$ cat src/rtl/axi_stream_demux_1to2.sv
// rtl/axi_stream_demux_1to2.sv - packet-atomic 1-to-2 AXI-Stream demultiplexer with per-output 2-entry buffers
//
// axi_stream_demux_1to2
//   Steers one upstream stream to output 0 or output 1. The destination is
//   taken from sel on the first beat of a packet and held until the tlast beat.
//   Each output owns a 2-entry registered buffer, so tready_in never depends
//   combinationally on tready_0/tready_1.
//   Ports:
//     clk, rst                        clock, synchronous active-high reset
//     sel                             destination select, sampled at packet start
//     tdata_in/tvalid_in/tlast_in     upstream stream, tready_in back to it
//     tdata_x/tvalid_x/tlast_x        output x stream, tready_x from downstream
//     cnt_x                           beats delivered on output x (wrapping)
//
// axi_stream_demux_1to2_buf
//   2-entry FIFO for one output plus its delivered-beat counter.
//   Ports:
//     clk, rst                        clock, synchronous active-high reset
//     push, push_data, push_last      write side (never pushed while full)
//     tdata/tvalid/tlast/tready       read side, head entry drives the stream
//     full                            registered full flag
//     cnt                             beats popped (tvalid & tready), wrapping

module axi_stream_demux_1to2_buf #(
    parameter int DATA_W = 32,
    parameter int CNT_W  = 16
) (
    input  logic              clk,
    input  logic              rst,
    input  logic              push,
    input  logic [DATA_W-1:0] push_data,
    input  logic              push_last,
    output logic [DATA_W-1:0] tdata,
    output logic              tvalid,
    output logic              tlast,
    input  logic              tready,
    output logic              full,
    output logic [CNT_W-1:0]  cnt
);

    logic [DATA_W-1:0] mem_data [2];
    logic [1:0]        mem_last;
    logic              rd_ptr;
    logic              wr_ptr;
    logic [1:0]        count;
    logic              pop;

    assign tvalid = (count != 2'd0);
    assign full   = (count == 2'd2);
    assign tdata  = mem_data[rd_ptr];
    assign tlast  = mem_last[rd_ptr];
    assign pop    = tvalid & tready;

    always_ff @(posedge clk) begin
        if (rst) begin
            // Storage is cleared so the head presents zero data after reset.
            mem_data[0] <= '0;
            mem_data[1] <= '0;
            mem_last    <= '0;
            rd_ptr      <= 1'b0;
            wr_ptr      <= 1'b0;
            count       <= 2'd0;
            cnt         <= '0;
        end else begin
            if (push) begin
                mem_data[wr_ptr] <= push_data;
                mem_last[wr_ptr] <= push_last;
                wr_ptr           <= ~wr_ptr;
            end
            if (pop) begin
                rd_ptr <= ~rd_ptr;
                cnt    <= cnt + CNT_W'(1);
            end
            case ({push, pop})
                2'b10:   count <= count + 2'd1;
                2'b01:   count <= count - 2'd1;
                default: count <= count;
            endcase
        end
    end

endmodule

module axi_stream_demux_1to2 #(
    parameter int DATA_W = 32,
    parameter int CNT_W  = 16
) (
    input  logic              clk,
    input  logic              rst,
    input  logic              sel,
    input  logic [DATA_W-1:0] tdata_in,
    input  logic              tvalid_in,
    input  logic              tlast_in,
    output logic              tready_in,
    output logic [DATA_W-1:0] tdata_0,
    output logic              tvalid_0,
    output logic              tlast_0,
    input  logic              tready_0,
    output logic [DATA_W-1:0] tdata_1,
    output logic              tvalid_1,
    output logic              tlast_1,
    input  logic              tready_1,
    output logic [CNT_W-1:0]  cnt_0,
    output logic [CNT_W-1:0]  cnt_1
);

    localparam logic [0:0] IDLE   = 1'b0;
    localparam logic [0:0] LOCKED = 1'b1;

    logic [0:0] state;
    logic       lock_sel;
    logic       dest;
    logic       accept;
    logic       full_0;
    logic       full_1;

    // In IDLE sel is used directly so a change takes effect the same cycle.
    assign dest      = (state == LOCKED) ? lock_sel : sel;
    assign tready_in = !rst && !(dest ? full_1 : full_0);
    assign accept    = tvalid_in & tready_in;

    always_ff @(posedge clk) begin
        if (rst) begin
            state    <= IDLE;
            lock_sel <= 1'b0;
        end else if (accept) begin
            case (state)
                IDLE: begin
                    // Single-beat packets never lock.
                    if (!tlast_in) begin
                        state    <= LOCKED;
                        lock_sel <= sel;
                    end
                end
                default: begin
                    if (tlast_in) begin
                        state <= IDLE;
                    end
                end
            endcase
        end
    end

    axi_stream_demux_1to2_buf #(
        .DATA_W (DATA_W),
        .CNT_W  (CNT_W)
    ) u_buf_0 (
        .clk       (clk),
        .rst       (rst),
        .push      (accept & !dest),
        .push_data (tdata_in),
        .push_last (tlast_in),
        .tdata     (tdata_0),
        .tvalid    (tvalid_0),
        .tlast     (tlast_0),
        .tready    (tready_0),
        .full      (full_0),
        .cnt       (cnt_0)
    );

    axi_stream_demux_1to2_buf #(
        .DATA_W (DATA_W),
        .CNT_W  (CNT_W)
    ) u_buf_1 (
        .clk       (clk),
        .rst       (rst),
        .push      (accept & dest),
        .push_data (tdata_in),
        .push_last (tlast_in),
        .tdata     (tdata_1),
        .tvalid    (tvalid_1),
        .tlast     (tlast_1),
        .tready    (tready_1),
        .full      (full_1),
        .cnt       (cnt_1)
    );

endmodule

$ cat config.mk
export PLATFORM = sky130hd
export DESIGN_NAME = axi_stream_demux_1to2
export DESIGN_NICKNAME = d
export VERILOG_FILES = /design/src/rtl/axi_stream_demux_1to2.sv
export SDC_FILE = /design/constraint.sdc
export NUM_CORES = 1
export LEC_CHECK = 0
export CAP_MARGIN = 20
export CORE_MARGIN = 4
export CORE_UTILIZATION = 30
export CTS_CLUSTER_SIZE = 24
export DETAILED_ROUTE_END_ITERATION = 8
export PLACE_DENSITY_LB_ADDON = 0.15
export SYNTH_ARGS = -nofsm -noshare
export SYNTH_HDL_FRONTEND = slang
export SYNTH_SLANG_ARGS = --single-unit
$ cat constraint.sdc
create_clock -name clk -period 2.65 [get_ports clk]
set_input_delay 0.3975 -clock clk [delete_from_list [all_inputs] [get_ports clk]]
set_output_delay 0.3975 -clock clk [all_outputs]
set_load 0.05 [all_outputs]
==> results of run 1 <==
## sequential cells by signal, indices dropped and copies added (netlist names), named ones only
| register | cells |
|---|---|
| u_buf_1.rd_ptr | 1 |
| u_buf_0.count | 2 |
| u_buf_1.mem_data | 64 |
| u_buf_0.wr_ptr | 1 |
| u_buf_0.rd_ptr | 1 |
| u_buf_0.mem_last | 2 |
| u_buf_1.count | 2 |
| u_buf_0.cnt | 16 |
| u_buf_1.wr_ptr | 1 |
| u_buf_1.mem_last | 2 |
| lock_sel | 1 |
| u_buf_0.mem_data | 64 |
| u_buf_1.cnt | 16 |
| state | 1 |
## cells in the mapped netlist, types with 7 or more instances
cell      count
clkbuf_1      8
nand2_1      12
dfxtp_1      48
nand4_1       7
and2_1      129
nand3_1       7
clkbuf_2     12
nor3_1        8
a21oi_1       9
mux2_2       69
or2_2         8
xnor2_1      21
or3_1         9
nor2_1       42
edfxtp_1    128
xor2_1       11
## layout by cell type, fill, tap and decap left out, types with 3 or more instances in the layout
cell             count
nor3_1               8
dfxtp_1             46
and2_1             129
clkbuf_16           17
clkdlybuf4s50_1     84
mux2_2              69
nand3_1              7
nor2_1              42
ha_1                 4
xor2_1              11
or2_2                8
nor4_1               6
o21ai_0              6
inv_1                6
or3_1                9
clkinv_4             4
clkinvlp_4           3
buf_4               72
xnor2_1             21
nand2_1             12
nand4_1              7
a21oi_1              9
mux2i_1              5
edfxtp_1           128
nor2b_1              3
## final cells by class
| class | count | area [sq um] | area share, % |
|---|---|---|---|
| clock buffer | 19 | 433 | 4.31 |
| sequential | 176 | 4810 | 47.9 |
| timing repair buffer | 159 | 1430 | 14.2 |
| tap | 330 | 413 | 4.11 |
| multi-input combinational | 378 | 2790 | 27.8 |
| clock inverter | 13 | 140 | 1.40 |
| inverter | 6 | 22.5 | 0.224 |
## cell families after synthesis
| kind of cell | after synthesis |
|---|---|
| simple gates | 244 |
| flops | 176 |
| mux | 76 |
| buf+inv | 35 |
| xor+xnor | 32 |
| compound gates | 22 |
| fa+ha+maj | 4 |
## metal layers
layer / track usage [%] / up-vias / part of all wire [%]
met5: 0 / - / 0
met4: 3.49 / 0 / 0.92
met3: 3.64 / 13 / 5.2
met2: 22.1 / 102 / 49
li1: - / 2359 / -
met1: 16.9 / 2372 / 45
## metrics by stage
step                      hold slack (ns)  total power [mW]  cells
final                               0.497              7.31   1081
after global routing                0.528              7.61   1081
after CTS                           0.498              7.42   1081
after detailed placement            0.482              4.93   1049
after global placement              0.470              4.92   1049
after floorplan                     0.454              4.37    589
## timing repair
action                                 CTS  global route
hold buffers                             0             0
endpoints found under the hold margin    0             0
setup endpoints to repair                0             3
buffers inserted                         0             0
gates resized for setup                  0             1
## power breakdown
part	internal, mW	switching (mW)	leakage, nW
clock network	1.39	1.08	0.271
registers	3.11	0.0973	1.72
logic	0.593	1.04	1.73
total	5.09	2.22	3.72
## worst min path at each step
| stage | start | to | depth (start not counted) |
|---|---|---|---|
| detailed placement | u_buf_0.mem_last[1] | u_buf_0.mem_last[1] | 2 |
| CTS | u_buf_0.mem_last[1] | u_buf_0.mem_last[1] | 2 |
| global placement | u_buf_0.mem_last[0] | u_buf_0.mem_last[0] | 2 |
| floorplan | u_buf_0.mem_last[1] | u_buf_0.mem_last[1] | 2 |
| global route | u_buf_0.mem_last[1] | u_buf_0.mem_last[1] | 2 |
| finish | u_buf_0.mem_last[1] | u_buf_0.mem_last[1] | 2 |
## worst register-to-register path, cell delays in order (launching register included)
cell and delay (ns):
dfxtp_1 0.42, mux2_4 0.37, or3_1 0.42, ha_1 0.33
or3_1 0.36, a21oi_1 0.14
==> impl_results.md, run 1 <==
- Run status: complete, no violations
- Remaining DRCs: 0
- Critical Path Max Stage Delay: between 0.7 and 0.8 ns
- Asr flop ratio synth: 0%
- R2R cell count: 5
- Register area share after synthesis: between 60% and 70%
- GR Overflow Total: 0
- RSZ-0062 raised after global routing: no
- Routed WL: 18400 um
- Synth top area cells: edfxtp_1 (50%), dfxtp_1 (12%), and2_1 (10%), mux2_2 (10%), xnor2_1 (2.4%)
- Final Util: about two fifths
- Crit path buf inv count: 1
- Aggregate global-route resource usage: a little over an eighth
- Clk_skew: between 0.009 and 0.01 ns
- Worst setup endpoint: tdata_0[14]
- Main combinational cell family by area after synthesis: simple AND/OR/NAND/NOR gates
- Max_slew headroom: 61.6%
- Std cell rows: 58
- Initial Utilization: between 30% and 40%
- Width of the die: ~170 um
- CORE AREA: around 25000 sq um
- Reg-to-reg startpoint: state
- Worst-path maximum fanout: 18
- Number of synthesized flops with an enable pin: approximately 130
- Cells after synthesis: 589
- Antenna diodes: 0
- FF+latch count, synth: ~180
- Slew Viols, Final: 0
- Layout cells sized above 1: between 20% and 30%
- # IOs: 140
- Total clock sinks: 176
- Critical path arrival: about 2.1 ns
- Synth warn: 0
- Vias in the first global route: 5135
- Post-Syn Area per Cell: between 10 and 15 sq um
- Final hold violations: 0
- PwrDens: between 700 and 800 nW/um^2
- Largest net degree at the start of global routing: between 50 and 60
- Syn nets: approximately 630
- Via density: between 4 and 5
- Cell taking the most area after synthesis: edfxtp_1
- Max frequency: a little over 400 MHz
- Critical path depth in cells: 2
- Fin crit period: 2.46 ns
- Mux cell area share after synthesis: 11.1%
- P&R area growth vs syn: 29.5%
- Crit path max-delay family: buffers and inverters
- Buffers on Ports: 139
- Simple-Gate Fraction of Synth Area: 19.0%
- NumNets Final: 781
- Critical Path Source Type: flop
- Post-route ant nets: 0
- Num CTS Buffers: 17
- Worst Setup End Kind: output port
- Peak VDD IR: between 0.3 and 0.4 mV
- Number of max-cap violations: 0
- Hold Crit Class: reg -> reg
- Top-area cell type share of the netlist area: between 40% and 50%
- Die ar.: roughly 28000 sq um
- Setup tns final: 0 ns
- Clk buf depth: 2
- Synth Area in Compound Gates: about 1.7%
- Fill count: roughly 2.4k
- CP Cell Sequence: mux2_2 -> clkdlybuf4s50_1
- Adder-Cell Fraction of Synth Area: 0.646%
- Clock root buffer: clkbuf_16
- Chip height: approximately 170 um
- First drt pass iteration count: 4
- Reg2reg setup slack: 0.55 ns
- Final setup violation count: 0
- Pre-CTS setup slack: 0.171 ns
- CTS tree: built
- Reg2Reg Capture Point: u_buf_0.count[1]
- Main synth FF type: edfxtp_1
- Clock Latency Late Sink: roughly 0.43 ns
- Final worst setup slack: between 0.15 and 0.2 ns
- XOR/XNOR Fraction of Synth Area: roughly 3.6%
- P_leak: approximately 3.7 nW
- Worst-margin pin slew: between 0.5 and 0.6 ns
- Clk slew on worst S/H paths: about 0.060 ns
- First-pass GRT wire length: around 29000 um
- Post-Syn Area: between 7000 and 8000 sq um
- Slowest-stage cell, CP: clkdlybuf4s50_1
- Synth unique cells: 36
- Dpl hpwl: around 12000 um
- WL/cell: roughly 17 um
- Final instance area: 10000 sq um
- Final worst-path cycle share: 92.7%
- Setup CP Type: reg -> out
- Required time of the worst setup path: 2.25 ns
- Initial DRC Count: ~210
- Placed Instance Area: 9460 sq um
- H-tree levels: 4
- Via count: ~4.8k
- Gpl congestion: ~0.74
- Initial antenna violation count: 0
Note: power is estimated with default switching activity, not from simulation.
==> run 2: changes to the inputs <==
- CORE_ASPECT_RATIO: unset -> 0.75
==> impl_results.md, run 2 (synthesis results as in run 1) <==
- CTS tree: built
- Hold slack: between 0.5 and 0.6 ns
- Most frequent cells in the layout: and2_1 (129), edfxtp_1 (128), buf_4 (75)
- RSZ-0062 raised after global routing: no
- Via density: around 4.5
- Chip height: approximately 150 um
- Num CTS Buffers: 17
- Post-CTS Resized: 0
- PnR Total Power: around 7.5 mW
- Hold Path Stages: 2
- Critical Path Max Stage Delay: 0.41 ns
- Critical path arrival: roughly 1.9 ns
- Crit path max-delay family: multiplexers
- First drt pass iteration count: 4
- Pre-CTS setup slack: approximately 0.15 ns
- Worst-path maximum fanout: 4
- First-pass GRT wire length: between 30000 and 40000 um
- Std cell rows: 50
- Layout cells sized above 1: 27.1%
- Commonest non-fill, non-tap cell in the layout: and2_1
- Die ar.: 28500 sq um
- WL/cell: about 17 um
- Total clock sinks: approximately 180
- Remaining DRCs: 0
- Hold Crit Class: reg -> reg
- Clk buf depth: 2
- GR Overflow Total: 0
- Initial Utilization: between 30% and 40%
- Clk_skew: about 0.011 ns
- Number of max-cap violations: 0
- Top cell by count, worst path: mux2_4
- Largest net degree at the start of global routing: between 50 and 60
- Required time of the worst setup path: 2.25 ns
- PwrDens: ~740 nW/um^2
- Worst-margin pin slew: between 0.5 and 0.6 ns
- Aggregate global-route resource usage: around 13%
- Max_slew headroom: a little over three fifths
- Final hold violations: 0
- Gpl congestion: around 0.76
- Hold Buf Count CTS: 0
- Reg2reg setup slack: between 0.5 and 0.6 ns
- Peak VDD IR: 0.375 mV
- Final worst setup slack: between 0.3 and 0.4 ns
- Dpl hpwl: around 13000 um
- Clock Latency Late Sink: about 0.42 ns
- Buffers on Ports: 139
- Fill count: roughly 2.4k
- Regs by FF count: u_buf_0.mem_data: 64 flops, u_buf_1.mem_data: 64 flops
- Worst Setup End Kind: output port
- Vias in the first global route: between 5k and 6k
- Reg-to-reg startpoint: state
- Initial DRC Count: approximately 220
- CORE AREA: 25200 sq um
- Final worst-path cycle share: between 80 and 90%
- Fin crit period: 2.30 ns
- Setup tns final: 0 ns
- P_leak: between 3 and 4 nW
- H-tree levels: 4
- NumNets Final: 780
- Slowest-stage cell, CP: dfxtp_1
- Clk slew on worst S/H paths: 0.07 ns
- Clock root buffer: clkbuf_16
- Routed WL: about 19000 um
- Via count: between 4k and 5k
- # IOs: 140
- P&R area growth vs syn: 30.8%
- Initial antenna violation count: 0
- # Post-CTS Setup Buffers: 0
- Max frequency: roughly 440 MHz
- Slew Viols, Final: 0
- Width of the die: slightly below 200 um
- Hold wc startpoint: u_buf_1.mem_last[0]
- Reg2Reg Capture Point: u_buf_0.count[1]
- R2R cell count: 5
- Critical Path Source Type: flop
- Run status: complete, no violations
- Setup CP Type: reg -> out
- Crit path buf inv count: 1
- WHS Endpoint: u_buf_1.mem_last[0]
- Post-route ant nets: 0
- Final setup violation count: 0
- CP Cell Sequence: mux2_4 -> mux2_4 -> nor2_1 -> buf_12
- Antenna diodes: 0
[run 2: report_power, final]
part,total [mW],leakage (nW),internal [mW],switching (mW)
registers,3.21,1.72,3.11,0.105
clock network,2.61,0.287,1.50,1.10
logic,1.65,1.76,0.607,1.05
total,7.47,3.77,5.22,2.26
[run 2: how the worst max path moves through the flow]
stage                     start               end  slack [ns]  depth (start not counted)
6_report                  state         tready_in        0.35                          4
5_1_grt        u_buf_0.count[0]         tready_in        0.26                          4
4_1_cts                   state         tready_in        0.32                          4
3_5_place_dp                sel  u_buf_0.count[1]        0.15                          6
3_3_place_gp                sel  u_buf_0.count[1]        0.15                          6
2_1_floorplan             state         tready_in        0.54                          3
[run 2: through the flow]
stage,cell area (sq um),cells,utilization (%)
after floorplan,7750,589,-
after global placement,9530,1056,37.8
after detailed placement,9530,1056,37.8
after CTS,10100,1088,40.2
after global routing,10100,1088,40.2
final,10100,1088,40.2
[run 2: final cells by class]
cell class	instances	area, sq um	share of cell area, %
inverter	6	22.5	0.222
multi-input combinational	378	2790	27.6
clock inverter	14	183	1.80
sequential	176	4810	47.4
tap	338	423	4.17
timing repair buffer	158	1480	14.6
clock buffer	18	429	4.23
[run 2: tightest hold or removal path: stages (launching register included)]
cell and delay [ns]:
dfxtp_1 0.32, mux2i_1 0.06, nor2_1 0.08
[run 2: metal layers]
metal | global-route usage [%] | part of all wire (%)
met3 | 3.39 | 3.9
met1 | 18.8 | 49
met4 | 2.76 | 0.76
met5 | 0 | 0
met2 | 21.5 | 46
==> run 3: changes to the inputs <==
- CTS_CLUSTER_SIZE: 24 -> 10
==> results of run 3 <==
Same layout as run 2: the final DEF is identical, and so are final timing and power.
